$ cat config.mk
export PLATFORM = sky130hd
export DESIGN_NAME = ncc_desc_load_ctrl_flat
export DESIGN_NICKNAME = d
export VERILOG_FILES = /design/src/rtl/ncc_desc_load_ctrl_if.sv /design/src/rtl/ncc_desc_load_ctrl.sv /design/src/flat_wrapper.sv
export SDC_FILE = /design/constraint.sdc
export NUM_CORES = 1
export LEC_CHECK = 0
export ABC_AREA = 1
export CAP_MARGIN = 0
export CORE_MARGIN = 4
export CORE_UTILIZATION = 41
export DETAILED_ROUTE_END_ITERATION = 16
export GPL_TIMING_DRIVEN = 0
export HOLD_SLACK_MARGIN = 0.15
export PLACE_DENSITY = 0.78
export REMOVE_ABC_BUFFERS = 1
export SLEW_MARGIN = 5
export SYNTH_ARGS = -nofsm -noshare
export SYNTH_HDL_FRONTEND = slang
export SYNTH_SLANG_ARGS = --single-unit
$ cat constraint.sdc
create_clock -name clk -period 2.6 [get_ports clk]
set_input_delay 0.78 -clock clk [delete_from_list [all_inputs] [get_ports clk]]
set_output_delay 0.78 -clock clk [all_outputs]
set_load 0.01 [all_outputs]
$ cat src/rtl/ncc_desc_load_ctrl_if.sv
// rtl/ncc_desc_load_ctrl_if.sv - descriptor word stream in, PE register load bus out
interface ncc_desc_load_ctrl_if #(
    parameter int ROWS = 16,
    parameter int COLS = 16
);
    logic                in_valid;
    logic                in_ready;
    logic [31:0]         in_data;
    logic [31:0]         pix_data;
    logic [ROWS-1:0]     row_sel;
    logic [COLS/4-1:0]   colgrp_sel;
    logic                load_en;

    // master: descriptor source / PE-side observer; slave: the load controller
    modport master (
        output in_valid, in_data,
        input  in_ready, pix_data, row_sel, colgrp_sel, load_en
    );
    modport slave (
        input  in_valid, in_data,
        output in_ready, pix_data, row_sel, colgrp_sel, load_en
    );
endinterface

$ cat src/rtl/ncc_desc_load_ctrl.sv
// rtl/ncc_desc_load_ctrl.sv - sequences 16x16 NCC descriptor words into PE registers
module ncc_desc_load_ctrl #(
    parameter int ROWS         = 16,
    parameter int COLS         = 16,
    parameter int PIX_PER_WORD = 4
) (
    input  logic                                           clk,
    input  logic                                           rst,
    input  logic                                           i_start,
    input  logic                                           i_abort,
    ncc_desc_load_ctrl_if.slave                            bus,
    output logic [$clog2(ROWS*COLS/PIX_PER_WORD+1)-1:0]    o_word_count,
    output logic                                           o_busy,
    output logic                                           o_done
);
    localparam int NUM_WORDS = ROWS * COLS / PIX_PER_WORD;
    localparam int NGRP      = COLS / PIX_PER_WORD;
    localparam int WCW       = $clog2(NUM_WORDS + 1);
    localparam int RW        = (ROWS > 1) ? $clog2(ROWS) : 1;
    localparam int GW        = (NGRP > 1) ? $clog2(NGRP) : 1;

    typedef enum logic [1:0] {
        ST_IDLE,
        ST_LOAD,
        ST_DONE
    } state_t;

    state_t            r_state;
    logic [31:0]       r_pix_data;
    logic [ROWS-1:0]   r_row_sel;
    logic [NGRP-1:0]   r_colgrp_sel;
    logic              r_load_en;
    logic              r_done;
    logic [WCW-1:0]    r_word_count;
    logic [RW-1:0]     r_row_cnt;
    logic [GW-1:0]     r_grp_cnt;

    logic              w_ready;
    logic              w_accept;
    logic              w_last;
    logic              w_grp_wrap;

    assign w_ready    = (r_state == ST_LOAD);
    // abort suppresses the accept even though in_ready is already high
    assign w_accept   = w_ready && bus.in_valid && !i_abort;
    assign w_last     = (r_word_count == WCW'(NUM_WORDS - 1));
    assign w_grp_wrap = (r_grp_cnt == GW'(NGRP - 1));

    always_ff @(posedge clk or posedge rst) begin
        if (rst) begin
            r_state      <= ST_IDLE;
            r_pix_data   <= '0;
            r_row_sel    <= '0;
            r_colgrp_sel <= '0;
            r_load_en    <= 1'b0;
            r_done       <= 1'b0;
            r_word_count <= '0;
            r_row_cnt    <= '0;
            r_grp_cnt    <= '0;
        end else if (i_abort) begin
            r_state      <= ST_IDLE;
            r_load_en    <= 1'b0;
            r_done       <= 1'b0;
            r_word_count <= '0;
            r_row_cnt    <= '0;
            r_grp_cnt    <= '0;
        end else begin
            case (r_state)
                ST_IDLE: begin
                    r_load_en <= 1'b0;
                    r_done    <= 1'b0;
                    if (i_start) begin
                        r_state      <= ST_LOAD;
                        r_word_count <= '0;
                        r_row_cnt    <= '0;
                        r_grp_cnt    <= '0;
                    end
                end
                ST_LOAD: begin
                    r_load_en <= w_accept;
                    if (w_accept) begin
                        r_pix_data   <= bus.in_data;
                        r_row_sel    <= ROWS'(1) << r_row_cnt;
                        r_colgrp_sel <= NGRP'(1) << r_grp_cnt;
                        r_word_count <= r_word_count + WCW'(1);
                        // column group runs fastest, carrying into the row
                        if (w_grp_wrap) begin
                            r_grp_cnt <= '0;
                            r_row_cnt <= r_row_cnt + RW'(1);
                        end else begin
                            r_grp_cnt <= r_grp_cnt + GW'(1);
                        end
                        if (w_last) begin
                            r_state <= ST_DONE;
                            r_done  <= 1'b1;
                        end
                    end
                end
                ST_DONE: begin
                    r_load_en <= 1'b0;
                    r_done    <= 1'b0;
                    r_state   <= ST_IDLE;
                end
                default: begin
                    r_state <= ST_IDLE;
                end
            endcase
        end
    end

    assign bus.in_ready   = w_ready;
    assign bus.pix_data   = r_pix_data;
    assign bus.row_sel    = r_row_sel;
    assign bus.colgrp_sel = r_colgrp_sel;
    assign bus.load_en    = r_load_en;
    assign o_word_count   = r_word_count;
    assign o_busy         = (r_state != ST_IDLE);
    assign o_done         = r_done;
endmodule

$ cat src/flat_wrapper.sv
// flat-port wrapper written by rule: the top's interface ports become plain ports
module ncc_desc_load_ctrl_flat 
#(
    parameter int ROWS         = 16,
    parameter int COLS         = 16,
    parameter int PIX_PER_WORD = 4
)
  (clk, rst, i_start, i_abort, o_word_count, o_busy, o_done, bus_in_valid, bus_in_data, bus_in_ready, bus_pix_data, bus_row_sel, bus_colgrp_sel, bus_load_en);
  ncc_desc_load_ctrl_if #(.ROWS(ROWS), .COLS(COLS)) bus_i ();
  input  logic clk;
  input  logic rst;
  input  logic i_start;
  input  logic i_abort;
  output logic [$clog2(ROWS*COLS/PIX_PER_WORD+1)-1:0] o_word_count;
  output logic o_busy;
  output logic o_done;
  input wire logic [$bits(bus_i.in_valid)-1:0] bus_in_valid;
  input wire logic [$bits(bus_i.in_data)-1:0] bus_in_data;
  output wire logic [$bits(bus_i.in_ready)-1:0] bus_in_ready;
  output wire logic [$bits(bus_i.pix_data)-1:0] bus_pix_data;
  output wire logic [$bits(bus_i.row_sel)-1:0] bus_row_sel;
  output wire logic [$bits(bus_i.colgrp_sel)-1:0] bus_colgrp_sel;
  output wire logic [$bits(bus_i.load_en)-1:0] bus_load_en;
  assign bus_i.in_valid = bus_in_valid;
  assign bus_i.in_data = bus_in_data;
  assign bus_in_ready = bus_i.in_ready;
  assign bus_pix_data = bus_i.pix_data;
  assign bus_row_sel = bus_i.row_sel;
  assign bus_colgrp_sel = bus_i.colgrp_sel;
  assign bus_load_en = bus_i.load_en;
  ncc_desc_load_ctrl #(.ROWS(ROWS), .COLS(COLS), .PIX_PER_WORD(PIX_PER_WORD)) u_core (.clk(clk), .rst(rst), .i_start(i_start), .i_abort(i_abort), .bus(bus_i), .o_word_count(o_word_count), .o_busy(o_busy), .o_done(o_done));
endmodule
Word-level counts from Yosys, hierarchy flattened
Cells that the tools add are included.

cells by class
  shifts and indexed selects = 2
  reductions and logical operators = 13
  muxes and demuxes = 25
  bitwise gates (word level) = 1
  eq/ne operators = 8
  add/sub/neg operators = 3

operators by type and width
  cell                    number
  $mux W7                 3
  $mux W2                 8
  $mux W4                 4
  $shl A1 B4 Y16 const A  1
  $pmux W7 S2             1
  $ne A3 B3 Y1 const B    4
  $reduce_and A3 Y1       4
  $pmux W2 S2             2
  $pmux W4 S2             1
  $add A7 B1 Y7 const B   1
  $eq A7 B6 Y1 const B    1
  $reduce_bool A3 Y1      2
  $add A4 B1 Y4 const B   1
  $eq A2 B2 Y1 const B    2
  $mux W1                 4
  $pmux W1 S2             2
  $reduce_and A4 Y1       1
  $shl A1 B2 Y4 const A   1
  $add A2 B1 Y2 const B   1
  $eq A2 B1 Y1 const B    1
  $logic_and A1 B1 Y1     2
  $logic_not A2 Y1        1
  $reduce_bool A2 Y1      1
  $reduce_or A2 Y1        1
  2 further kinds         2

word-level totals
  bits in registers = 69
  input port bits = 37

Longest topological paths before layout
  depth after elaboration = 6
  depth in mapped cells = 9

Least setup slack after synthesis
No wires, ideal clock.

  path kind = input -> register
  start point = input port i_abort
  end point = register u_core.r_colgrp_sel[0] (netlist: u_core.bus.colgrp_sel[0])
  path buffers = 2
  stages = 6
  data arrival time = 1390 ps
  setup time = 116 ps
  slack = 1093 ps
  path through = nor2_4 nand2_2 buf_4 buf_6 nand2_1 nand2_1

between the ends
  cells in the longest elaborated chain, start to end = 3
  elaborated cells between the ends (all ways) = 4
  classes of those cells = 1 x bitwise; 3 x reduce/logical

ends and longest elaborated chain
  what                             line                      source
  start: declaration               flat_wrapper.sv:13        input logic i_abort;
  $logic_not A1 Y1                 ncc_desc_load_ctrl.sv:45  assign w_accept = w_ready && bus.in_valid && !i_abort;
  $logic_and A1 B1 Y1              ncc_desc_load_ctrl.sv:45
  $reduce_and A3 Y1 (no line) (*)  --
  end signal: assignment           ncc_desc_load_ctrl.sv:84  r_colgrp_sel <= NGRP'(1) << r_grp_cnt;
  end: declaration                 ncc_desc_load_ctrl.sv:31  logic [NGRP-1:0] r_colgrp_sel;

Every way passes the cells marked *; elsewhere a longest branch is shown, timed or not.
A chain may end at the register's enable or synchronous reset.

Worst setup path after layout
  start point = input port i_abort
  end point = register u_core.r_row_cnt[2]

between the ends
  cells in the longest elaborated chain, start to end = 4
  elaborated cells between the ends (all ways) = 8
  classes of those cells = 3 x eq/ne; 1 x mux; 4 x reduce/logical

ends and longest elaborated chain
  what                         line                      source
  $logic_not A1 Y1             ncc_desc_load_ctrl.sv:45
  $logic_and A1 B1 Y1          ncc_desc_load_ctrl.sv:45
  $ne A3 B3 Y1 (no line)       --
  $reduce_and A4 Y1 (no line)  --
  end signal: assignment       ncc_desc_load_ctrl.sv:89  r_row_cnt <= r_row_cnt + RW'(1);
  end: declaration             ncc_desc_load_ctrl.sv:35  logic [RW-1:0] r_row_cnt;

Parallel ways exist; a longest one is shown, timed or not.

==> flow_metrics.env <==
export IMPL_power_leakage_nw=2.03
export IMPL_syn_inst=356
export IMPL_core_sq_um=7210
export IMPL_reg2reg_to="u_core.r_row_cnt[2]$_DFFE_PP0P_"
export IMPL_dpl_cell_area_sq_um=4060
export IMPL_worstSetupPathDepth=6
export IMPL_die_area_sq_um=8820
export IMPL_netlist_area_leader_share_pct=57.0
export IMPL_grt_antenna_before_repair=0
export IMPL_via_per_inst=4.66
export IMPL_diodes=0
export IMPL_outcome="completed"
export IMPL_hold_depth=2
export IMPL_grt_pass1_vias=2581
export IMPL_relSlewSlack_pct=44.9
export IMPL_ys_warn_count=0
export IMPL_clockRootBuffer="clkbuf_8"
export IMPL_vias=2598
export IMPL_gp_congestion=0.799
export IMPL_layout_drive_gt1_share_pct=4.80
export IMPL_ff2ff_path_depth=7
export IMPL_die_width_um=93.9
export IMPL_yosysTopAreaCell="dfrtp_1"
export IMPL_grt_ovfl_total=0
export IMPL_crit_type="in -> reg"
export IMPL_ir_worst_vdd_uv=372
export IMPL_ys_types=20
export IMPL_path_clk_slew_ps=70
export IMPL_startpoint_type="input pin"
export IMPL_ant_nets=0
export IMPL_worstPathArrival_ps=2650
export IMPL_fp_row_count=31
export IMPL_grt_max_degree=71
export IMPL_syn_avg_cell_area_sq_um=8.51
export IMPL_synth_seq_cells=69
export IMPL_wirelength_um=6760
export IMPL_critPathBufInv=2
export IMPL_rsz0062_at_grt="false"
export IMPL_drt_iter0_markers=82
export IMPL_fin_setup_tns_ps=0
export IMPL_power_density_nw_per_um2=703
export IMPL_slowest_delay_ps=530
export IMPL_clk_latency_ps=330
export IMPL_numPortBuffers=99
export IMPL_hold_viol_final=0
export IMPL_yosysSeqAreaShare_pct=57.0
export IMPL_whs_endpoint="u_core.bus.pix_data[5]$_DFFE_PP0P_"
export IMPL_endpoint_kind="flip-flop"
export IMPL_crit_required_ps=2860
export IMPL_grt_pass1_wl_um=11500
export IMPL_drt_pass1_iterations=4
export IMPL_clock_skew_ps=12.3
export IMPL_dp_final_hpwl_um=4730
export IMPL_worstReg2RegStart="u_core.r_state[1]$_DFFE_PP0P_"
export IMPL_timing_hold_ws_ps=479
export IMPL_reg2reg_slack_ps=690
export IMPL_post_cts_buffers=0
export IMPL_syn_area_sq_um=3030
export IMPL_chipHeight_um=93.9
export IMPL_tritoncts="built"
export IMPL_final_cell_area_sq_um=4260
export IMPL_fmax_mhz=418
export IMPL_drv_slew=0
export IMPL_ios=100
export IMPL_setup_viol=0
export IMPL_cts_max_path_buffers=2
export IMPL_slowest_stage="clkdlybuf4s50_1"
export IMPL_syn_to_final_growth_pct=40.5
export IMPL_max_cap_violations=0
export IMPL_finalCritPeriodShare_pct=92.1
export IMPL_tightest_slew_ps=827
export IMPL_min_period_ps=2390
export IMPL_wl_per_cell_um=12.1
export IMPL_route_detailed_drc=0
export IMPL_critical_path_top_delay_family="buffers and inverters"
export IMPL_path_cells="clkdlybuf4s50_1 -> nor2_4 -> nand2_4 -> inv_8 -> nand2_1 -> o21ai_1"
export IMPL_initial_core_util_pct=42.0
export IMPL_nets=501
export IMPL_hold_class="reg -> reg"
export IMPL_grt_util_all_layers_pct=16.2
export IMPL_fin_total_pwr_mw=2.99
export IMPL_yosys_top_cells_area="dfrtp_1, nand2_1, ha_1, nand3_1, o21ai_0"
export IMPL_min_from="u_core.bus.pix_data[5]$_DFFE_PP0P_"
export IMPL_cts_buffers=9
export IMPL_htreeDepth=3
export IMPL_cp_max_fo=70
export IMPL_cts_sink_count=69
==> flip-flops by register name, indices dropped and copies added, names as in the netlist <==
signal                 count
u_core.bus.colgrp_sel      4
u_core.bus.load_en         1
u_core.bus.pix_data       32
u_core.bus.row_sel        16
u_core.o_done              1
u_core.o_word_count        7
u_core.r_grp_cnt           2
u_core.r_row_cnt           4
u_core.r_state             2
==> where the power goes <==
part | total (mW) | switching [mW] | internal (mW)
Clock | 0.792 | 0.394 | 0.398
Combinational | 0.831 | 0.375 | 0.456
Sequential | 1.37 | 0.110 | 1.26
==> cell usage after synthesis (all sizes together) <==
cell type	instances
nand2	167
dfrtp	69
nand3	28
o21ai	24
inv	21
nor2	18
ha	11
buf	9
clkbuf	4
nand4	2
a21boi	1
a21oi	1
clkinv	1
==> per-layer routing <==
metal,track usage [%],vias up,part of all wire (%),routed length (um)
met4,5.29,0,0.93,63
met1,20.2,1210,45,3050
met5,0,-,0,0
li1,-,1310,-,-
met2,27.6,69,49,3280
met3,3.85,9,5.4,364
==> final cells by class <==
| class | count | area [sq um] |
|---|---|---|
| Clock inverter | 3 | 20.0 |
| Sequential cell | 69 | 1730 |
| Clock buffer | 13 | 159 |
| Timing Repair Buffer | 99 | 991 |
| Fill cell | 634 | 2960 |
| Inverter | 22 | 92.6 |
| Tap cell | 99 | 124 |
| Multi-Input combinational cell | 252 | 1140 |
==> worst min-delay path, cell delays in order (launching register included) <==
cell     delay [ps]
dfrtp_1         340
nand2_1          50
nand2_1          50
==> cell usage in the layout (no fill, tap or decap), drive strengths merged <==
cell           netlist  final
nand2              167    167
clkdlybuf4s50        0     99
dfrtp               69     69
nand3               28     28
o21ai               24     24
inv                 21     21
nor2                18     18
clkbuf               4     13
ha                  11     11
nand4                2      2
clkinvlp             0      2
clkinv               1      2
a21oi                1      1
a21boi               1      1
==> kinds of logic after synthesis <==
logic type | after synthesis | share of synthesized area (%)
buffers and inverters | 35 | 5.41
AO/OA/AOI/OAI | 26 | 4.38
flip-flops | 69 | 57.0
AND/OR/NAND/NOR | 215 | 28.6
adder cells (fa/ha/maj) | 11 | 4.55
==> through the flow <==
stage	std cells	setup WS, ps	util (%)
final	557	205	59.0
after detailed placement	541	-977	56.3
after global placement	541	-1080	56.3
after global routing	557	7.07	59.0
after CTS	557	60.1	58.9
after floorplan	343	80.1	-
==> repair_timing <==
| action | CTS | global route |
|---|---|---|
| endpoints found under the hold margin | 0 | 0 |
| gates resized for setup | 2 | 2 |
| setup endpoints to repair | 41 | 10 |
| pin swaps | 0 | 0 |
| hold buffers | 0 | 0 |
==> worst max path at each step <==
| stage | slack (ps) | end | from |
|---|---|---|---|
| final | 210 | u_core.r_row_cnt[2]$_DFFE_PP0P_ | i_abort |
| after global routing | 7 | u_core.r_row_cnt[0]$_DFFE_PP0P_ | i_abort |
| after CTS | 60 | u_core.r_row_cnt[2]$_DFFE_PP0P_ | i_abort |
| after detailed placement | -980 | u_core.r_row_cnt[2]$_DFFE_PP0P_ | i_abort |
| after global placement | -1080 | u_core.o_word_count[6]$_DFFE_PP0P_ | rst |
| after floorplan | 80 | u_core.bus.colgrp_sel[0]$_DFFE_PP0P_ | rst |
(Power assumes the default switching activity.)
==> RTL edit (same flow settings) <==
Encoding of `state_t`: now one-hot (3 bits for 3 states).
--- a/src/rtl/ncc_desc_load_ctrl.sv
+++ b/src/rtl/ncc_desc_load_ctrl.sv
@@ -19,10 +19,10 @@
     localparam int RW        = (ROWS > 1) ? $clog2(ROWS) : 1;
     localparam int GW        = (NGRP > 1) ? $clog2(NGRP) : 1;
 
-    typedef enum logic [1:0] {
-        ST_IDLE,
-        ST_LOAD,
-        ST_DONE
+    typedef enum logic [2:0] {
+        ST_IDLE = 3'b001,
+        ST_LOAD = 3'b010,
+        ST_DONE = 3'b100
     } state_t;
 
     state_t            r_state;
Check against the original RTL: same outputs for any inputs over 10 cycles, from zero or initial values and one cycle with rst high; not proved beyond that.
==> RTL edit against the unedited design <==
  * Total power rose by 41%
  * Design area rose by 3.7%
  * Non-clock buffer count did not move
  * First-iteration DRC count rose by 35%
  * Sequential cell count rose by 1
  * Worst setup slack got worse by 0.019 ns
  * Routed wire length rose by 4.7%
  * Synthesized area rose by 3.3%
  * Largest power group unchanged
==> RTL edit: results (changes against the unedited design) <==
stage,metric,value,unit,change
finish,final-clk-cell-share,5.36,%,+1.2 points
power,power_frac_comb,36.4,%,+8.6 points
sta,fin_skew,0.00650,ns,-0.00583 ns
sta,tightest_slew,0.836,ns,+0.00864 ns
drt,vias,2648,,+1.9%
drt,drt_iter0_markers,111,,+35%
finish,num-fill-cells,647,,+2.1%
grt,grt_max_degree,73,,+2.8%
critical_path,reg2reg_slack,0.63,ns,-0.06 ns
sta,holdWs,0.478,ns,-0.00125 ns
synth,synth_compound_area_share,4.16,%,-0.22 points
synth,synth_cells,369,,+3.7%
placement,dp_slack,-0.964,ns,+0.0135 ns
critical_path,path_max_fanout,6,,-91%
grt,grt_first_pass_wirelength,11800,um,+2.7%
cts,clock_sinks,70,,+1.4%
finish,nonClkBufAreaFrac,22.5,%,-0.83 points
synth,synth_xor_xnor_area_share,0,%,unchanged
finish,multi_input_gates,264,,+4.8%
synth,synth.distinct_cells,26,,+30%
power,finalPower,4.22,mW,+41%
drt,wl_per_cell,12.4,um,+2.3%
cts,cts_max_path_buffers,2,,unchanged
critical_path,arrival,1.63,ns,-1.02 ns
finish,antennaDiodeCount,0,,unchanged
grt,track_usage,16.4,%,+0.24 points
power,pwr-share-seq,39.0,%,-6.8 points
power,leakage,2.15,nW,+5.9%
synth,synth_commonest_cells,"nand2_1 (178), dfrtp_1 (69), nand3_1 (27)",,
placement,place_area,4170,um2,+2.5%
finish,multi_input_area_share,27.6,%,+0.77 points
status,status,completed,,
drt,avgViaCountPerCell,4.65,,-0.40%
finish,clkbuf_count,10,,-3
placement,place_congestion,0.834,,+4.4%
finish,seq_area,1750,um2,+1.5%
synth,synth-seq-area-share,56.1,%,-0.96 points
placement,post-dp-hpwl,4900,um,+3.5%
synth,yosys-top-cells-area,"dfrtp_1 (55%), nand2_1 (21%), ha_1 (4.4%), nand3_1 (4.3%), o21ai_1 (2.7%)",,
cts,clkTransAtPathRegs,0.08,ns,
finish,finalInstanceArea,4410,um2,+3.7%
drt,first_pass_iters,5,,+1
placement,place_inst,554,,+2.4%
sta,fin_crit_sh,92.8,%,+0.73 points
floorplan,core,7330,um2,+1.6%
power,p_sw,1.29,mW,+47%
[RTL edit: cell types whose count changed after synthesis, moves of 3 or more]
cell	unedited run	this run
o21ai_1	3	17
clkbuf_1	4	1
nor2_1	17	12
buf_2	5	8
o21ai_0	21	1
nand2_1	164	178
[RTL edit: per-layer routing]
metal	track usage, %	wire (um)
met1	20.8	3230
met2	27.3	3450
met3	3.55	361
met4	6.49	32
met5	0	0
[RTL edit: cells by family (layout without fill, tap and decap cells)]
logic type	Yosys count	count (layout)
AOI/OAI and AO/OA	24	24
adders and majority gates	11	11
buffers and inverters	35	137
DFF	70	70
and+or+nand+nor	229	229
[RTL edit: final timing paths]
| kind | startpoint | endpoint | cells after the start |
|---|---|---|---|
| worst max-delay path | u_core.r_state[0] | bus_in_ready | 4 |
| worst min-delay path | u_core.bus.pix_data[14] | u_core.bus.pix_data[14] | 2 |
| worst max register to register | u_core.r_state[2] | u_core.o_word_count[5] | 7 |
| worst min register to register | u_core.bus.pix_data[14] | u_core.bus.pix_data[14] | 2 |
| max in group asynchronous | rst | u_core.bus.row_sel[13] | 2 |
| min in group asynchronous | rst | u_core.bus.pix_data[23] | 2 |
[RTL edit: critical path, stage by stage, from the launching register on]
cell and delay [ns]:
dfstp_2 0.37, inv_1 0.09, nand2_1 0.09, nor2_4 0.17, clkdlybuf4s50_1 0.58
[RTL edit: repair_timing]
action / in CTS / in global routing
setup endpoints to repair: 40 / 5
gates resized for setup: 2 / 1
buffers inserted: 0 / 0
hold endpoints to repair: 0 / 0
